File: src/rtl/interrupt_pkg.sv
// Shared types and helpers for the interrupt controller: FSM states, the timer
// cause code and the cause-to-handler-vector mapping.
package interrupt_pkg;

    typedef enum logic [2:0] {
        IDLE,
        PENDING,
        TAKE,
        HANDLER,
        RETURN
    } irq_state_t;

    localparam int CAUSE_TIMER = 0;

    // Callers truncate the result to their PC width; 64-bit math then wraps correctly.
    function automatic logic [63:0] cause_to_vector(input logic [63:0] base,
                                                    input logic [63:0] stride,
                                                    input logic [7:0]  cause_code);
        return base + stride * {56'd0, cause_code};
    endfunction

endpackage

File: src/rtl/irq_priority_encoder.sv
// Combinational priority pick over {ext lines, timer}: bit 0 is the timer
// (lowest priority), bit i+1 is ext_irq[i], with ext_irq[0] the highest.
module irq_priority_encoder #(
    parameter int NUM_IRQ = 4,
    parameter int CAUSE_W = $clog2(NUM_IRQ + 1)
) (
    input  logic [NUM_IRQ:0]   req,
    output logic               any,
    output logic [CAUSE_W-1:0] cause
);

    always_comb begin
        any   = |req;
        cause = '0;
        // Scan downward so the lowest-numbered external line wins.
        for (int i = NUM_IRQ; i >= 1; i--) begin
            if (req[i]) begin
                cause = CAUSE_W'(i);
            end
        end
    end

endmodule

File: src/rtl/interrupt_controller.sv
// Takes the timer quantum-expiry or an external request at an instruction boundary,
// saves the PC, redirects fetch to the handler vector and restores it on iret.
module interrupt_controller
    import interrupt_pkg::*;
#(
    parameter int               NUM_IRQ       = 4,
    parameter int               PC_W          = 32,
    parameter logic [PC_W-1:0]  VECTOR_BASE   = 'h100,
    parameter int               VECTOR_STRIDE = 16,
    localparam int              CAUSE_W       = $clog2(NUM_IRQ + 1)
) (
    input  logic                clock,
    input  logic                reset,
    input  logic                sigint,
    input  logic [NUM_IRQ-1:0]  ext_irq,
    input  logic [NUM_IRQ-1:0]  irq_mask,
    input  logic                int_enable,
    input  logic                instr_boundary,
    input  logic [PC_W-1:0]     pc_current,
    input  logic                iret,
    output logic                pc_redirect_valid,
    output logic [PC_W-1:0]     pc_redirect,
    output logic [PC_W-1:0]     epc,
    output logic [CAUSE_W-1:0]  cause,
    output logic [NUM_IRQ-1:0]  ack_ext,
    output logic                in_handler,
    output logic                timer_stop,
    output logic                timer_reset
);

    irq_state_t          state_reg, state_next;
    logic [CAUSE_W-1:0]  cause_reg, cause_next;
    logic [PC_W-1:0]     epc_reg, epc_next;
    logic [PC_W-1:0]     pc_redirect_reg, pc_redirect_next;
    logic                redirect_valid_reg, redirect_valid_next;
    logic [NUM_IRQ-1:0]  ack_reg, ack_next;
    logic                in_handler_reg, in_handler_next;
    logic                timer_stop_reg, timer_stop_next;
    logic                timer_reset_reg, timer_reset_next;
    logic                guard_reg, guard_next;

    logic [NUM_IRQ:0]    req;
    logic                req_any;
    logic [CAUSE_W-1:0]  req_cause;

    // The timer needs one cycle after its reset pulse to drop sigint, hence the guard.
    assign req[0] = sigint & ~guard_reg;

    generate
        for (genvar gi = 0; gi < NUM_IRQ; gi++) begin : g_req
            assign req[gi+1] = ext_irq[gi] & irq_mask[gi];
        end
    endgenerate

    irq_priority_encoder #(
        .NUM_IRQ (NUM_IRQ),
        .CAUSE_W (CAUSE_W)
    ) u_prio (
        .req   (req),
        .any   (req_any),
        .cause (req_cause)
    );

    always_ff @(posedge clock or negedge reset) begin
        if (!reset) begin
            state_reg          <= IDLE;
            cause_reg          <= '0;
            epc_reg            <= '0;
            pc_redirect_reg    <= '0;
            redirect_valid_reg <= 1'b0;
            ack_reg            <= '0;
            in_handler_reg     <= 1'b0;
            timer_stop_reg     <= 1'b0;
            timer_reset_reg    <= 1'b0;
            guard_reg          <= 1'b0;
        end else begin
            state_reg          <= state_next;
            cause_reg          <= cause_next;
            epc_reg            <= epc_next;
            pc_redirect_reg    <= pc_redirect_next;
            redirect_valid_reg <= redirect_valid_next;
            ack_reg            <= ack_next;
            in_handler_reg     <= in_handler_next;
            timer_stop_reg     <= timer_stop_next;
            timer_reset_reg    <= timer_reset_next;
            guard_reg          <= guard_next;
        end
    end

    always_comb begin
        state_next          = state_reg;
        cause_next          = cause_reg;
        epc_next            = epc_reg;
        pc_redirect_next    = pc_redirect_reg;
        redirect_valid_next = 1'b0;
        ack_next            = '0;
        in_handler_next     = in_handler_reg;
        timer_stop_next     = timer_stop_reg;
        timer_reset_next    = 1'b0;
        guard_next          = 1'b0;

        case (state_reg)
            IDLE: begin
                if (int_enable && req_any) begin
                    state_next = PENDING;
                    cause_next = req_cause;
                end
            end
            PENDING: begin
                if (!int_enable || !req_any) begin
                    state_next = IDLE;
                end else begin
                    cause_next = req_cause;
                    if (instr_boundary) begin
                        epc_next   = pc_current;
                        state_next = TAKE;
                    end
                end
            end
            TAKE: begin
                pc_redirect_next    = PC_W'(cause_to_vector(64'(VECTOR_BASE),
                                                            64'(VECTOR_STRIDE),
                                                            8'(cause_reg)));
                redirect_valid_next = 1'b1;
                for (int i = 0; i < NUM_IRQ; i++) begin
                    ack_next[i] = (cause_reg == CAUSE_W'(i + 1));
                end
                timer_stop_next     = 1'b1;
                in_handler_next     = 1'b1;
                state_next          = HANDLER;
            end
            HANDLER: begin
                if (iret) begin
                    state_next = RETURN;
                end
            end
            RETURN: begin
                pc_redirect_next    = epc_reg;
                redirect_valid_next = 1'b1;
                timer_reset_next    = 1'b1;
                timer_stop_next     = 1'b0;
                in_handler_next     = 1'b0;
                guard_next          = 1'b1;
                state_next          = IDLE;
            end
            default: begin
                state_next = IDLE;
            end
        endcase
    end

    assign pc_redirect_valid = redirect_valid_reg;
    assign pc_redirect       = pc_redirect_reg;
    assign epc               = epc_reg;
    assign cause             = cause_reg;
    assign ack_ext           = ack_reg;
    assign in_handler        = in_handler_reg;
    assign timer_stop        = timer_stop_reg;
    assign timer_reset       = timer_reset_reg;

endmodule

File: config.mk
export PLATFORM = sky130hd
export DESIGN_NAME = interrupt_controller
export DESIGN_NICKNAME = d
export VERILOG_FILES = /design/src/rtl/interrupt_pkg.sv /design/src/rtl/irq_priority_encoder.sv /design/src/rtl/interrupt_controller.sv
export SDC_FILE = /design/constraint.sdc
export NUM_CORES = 1
export LEC_CHECK = 0
export BUFFER_PORTS_ARGS = -buffer_cell sky130_fd_sc_hd__buf_4
export CAP_MARGIN = 20
export CELL_PAD_IN_SITES_DETAIL_PLACEMENT = 1
export CELL_PAD_IN_SITES_GLOBAL_PLACEMENT = 1
export CORE_ASPECT_RATIO = 1.75
export CORE_MARGIN = 2
export CORE_UTILIZATION = 40
export DETAILED_ROUTE_END_ITERATION = 8
export PLACE_DENSITY_LB_ADDON = 0.25
export SLEW_MARGIN = 20
export SYNTH_ARGS = -nofsm -noshare
export SYNTH_HDL_FRONTEND = slang
export SYNTH_SLANG_ARGS = --single-unit
File: constraint.sdc
create_clock -name clock -period 2.6 [get_ports clock]
set_input_delay 0.26 -clock clock [delete_from_list [all_inputs] [get_ports clock]]
set_output_delay 0.26 -clock clock [all_outputs]
set_load 0.05 [all_outputs]
==> flow_metrics.tcl <==
set metrics [dict create \
    required_ns 2.81 \
    setup_violations 0 \
    via_per_inst 5.35 \
    ios 121 \
    synthTopCellsByArea "dfrtp_1 (62%), mux2_4 (14%), a22o_1 (8.2%), mux2_2 (1.5%), o22ai_1 (1.2%)" \
    tightest_slew_ns 0.964 \
    synthCells 205 \
    synth_compound_area_frac 0.125 \
    grt_pass1_vias 2496 \
    finalMaxSlewViolations 0 \
    cts_htree_levels 3 \
    async_flop_share 1.00 \
    wirelength_um 8230 \
    crit_end "epc[3]" \
    r2r_slack_ns 0.35 \
    drt_iter0_markers 65 \
    yosys_warnings 0 \
    post_drt_wl_per_cell_um 19.6 \
    nNetsFinal 372 \
    coreArea_um2 7510 \
    crit_start "state_reg[1]" \
    die_h_um 120 \
    fin_area_um2 4390 \
    synth_edf_count 0 \
    syn-cell-area_um2 3100 \
    hpwl_um 5690 \
    clock_skew_ns 0.00434 \
    clockBufferDepth 2 \
    dp_slack_ns 0.350 \
    dpl_cell_area_um2 4050 \
    clock-sinks 77 \
    remaining_drc_errors 0 \
    synth-simple-area-share 0.0634 \
    cts_setup_buffers 0 \
    finalHoldViolations 0 \
    synth_xor_xnor_area_share 0 \
    max_cap_violations 0 \
    status "finished, final reports clean" \
    hold_path.class "in2async" \
    critPathCaptureType "flop" \
    ant_nets 0 \
    vias 2242 \
    max_slew_margin 0.357 \
    grt_pass1_wl_um 13000 \
    crit_arrival_ns 2.46 \
    start_util 0.412 \
    synth_top_cell_by_area "dfrtp_1" \
    die_w_um 70.5 \
    clk_pin_slew_ns 0.06 \
    cts_tree "yes" \
    synth_top_family_by_area "multiplexers" \
    min_period_ns 2.25 \
    cts_root_buffer "clkbuf_16" \
    fin_crit_sh 0.864 \
    grt_max_degree 78 \
    r2r-end "epc[3]" \
    synth_top_area_share 0.622 \
    die-area_um2 8490 \
    worstRegToRegCells 3 \
    fmax_ghz 0.445 \
    cts_buffers 9 \
    rsz0062_at_grt "false" \
    drive_gt1_frac 0.532 \
    synth_most_common_cell "dfrtp_1" \
    setup_slack_ns 0.354 \
    synth_common_cells "dfrtp_1 (77), a22o_1 (29), mux2_4 (29)" \
    dr.pass1.iters 4 \
    setup_tns_ns 0 \
    crit_fanout 33 \
    ys_types 33 \
    ys_ff_latch 77 \
    ys_seq_area_frac 0.622 \
    syn_to_final_growth_pct 41.8 \
    gp_congestion 0.758 \
    synth_mux_area_frac 0.158 \
    placed_cells 403 \
    cts_resized 0 \
    worstSetupPathType "reg2reg" \
    cp-start-kind "flop" \
    grt.total_usage 0.204 \
    synth_nets 251 \
    synth.avg_cell_area_um2 15.1 \
    instances_no_fill 419 \
    synth_adder_area_share 0 \
    clk_latency_ns 0.33 \
    antenna_found_initial 0 \
    synthFlopType "dfrtp_1" \
    port_buffers 120 \
    grt-ovfl-total 0 \
    hold_buffers 0 \
    diodes 0 \
    num_rows 42 \
    rr_startpoint "state_reg[1]" \
]
==> stage by stage <==
stage / utilization / hold WS [ns]
2_1_floorplan: - / -0.0356
3_3_place_gp: 0.539 / 0.461
3_5_place_dp: 0.539 / 0.472
4_1_cts: 0.585 / 0.114
5_1_grt: 0.585 / 0.144
6_report: 0.585 / 0.0759
==> kinds of logic (layout without fill, tap and decap cells) <==
logic type             Yosys count  in the layout
muxes                           34             34
AOI/OAI and AO/OA               48             48
DFF                             77             77
and+or+nand+nor                 29             29
buffers and inverters           17            143
==> area by class of cell <==
type,count,area [um2]
sequential,77,1930
clock buffer,13,280
multi-input combinational,111,1070
inverter,4,15.0
fill,756,3120
timing repair buffer,123,923
tap,88,110
clock inverter,3,65.1
==> metal layers <==
metal	track usage	wire, um	vias up
li1	-	-	996
met1	0.222	3000	1176
met2	0.370	4760	64
met3	0.0550	376	6
met4	0.0757	101	0
met5	0	0	-
==> worst max-delay path: stages, from the launching register on <==
cell     delay, ns
dfrtp_1       0.50
nor3b_4       0.33
nand4_4       0.70
mux2_4        0.56
==> how the worst min path moves through the flow <==
| stage | depth (start not counted) | endpoint | start | slack, ns |
|---|---|---|---|---|
| 6_report | 1 | pc_redirect[9] | reset | 0.08 |
| 5_1_grt | 1 | pc_redirect[9] | reset | 0.14 |
| 4_1_cts | 1 | pc_redirect[9] | reset | 0.11 |
| 3_5_place_dp | 1 | pc_redirect[9] | reset | 0.47 |
| 3_3_place_gp | 1 | pc_redirect[9] | reset | 0.46 |
| 2_1_floorplan | 0 | ack_ext[0] | reset | -0.04 |
==> cells in the final DEF (no fill, tap or decap), types with 2 or more instances in the layout <==
cell       synthesis  final
bufinv_16          0      2
nand2_1            9      9
o22a_1             3      3
mux2_2             4      4
a22o_1            29     29
buf_4              2    123
mux2_4            29     29
nor2_1             3      3
dfrtp_1           77     77
o22ai_1            6      6
nor4_1             3      3
clkbuf_8           0      4
inv_1              3      3
a21oi_1            4      4
clkbuf_16          0      9
nand2b_1           4      4
o2bb2ai_1          2      2
Power is left out: the tool's default activity adds up to more than one toggle a clock period on the data nets, which glitch-free logic cannot reach.
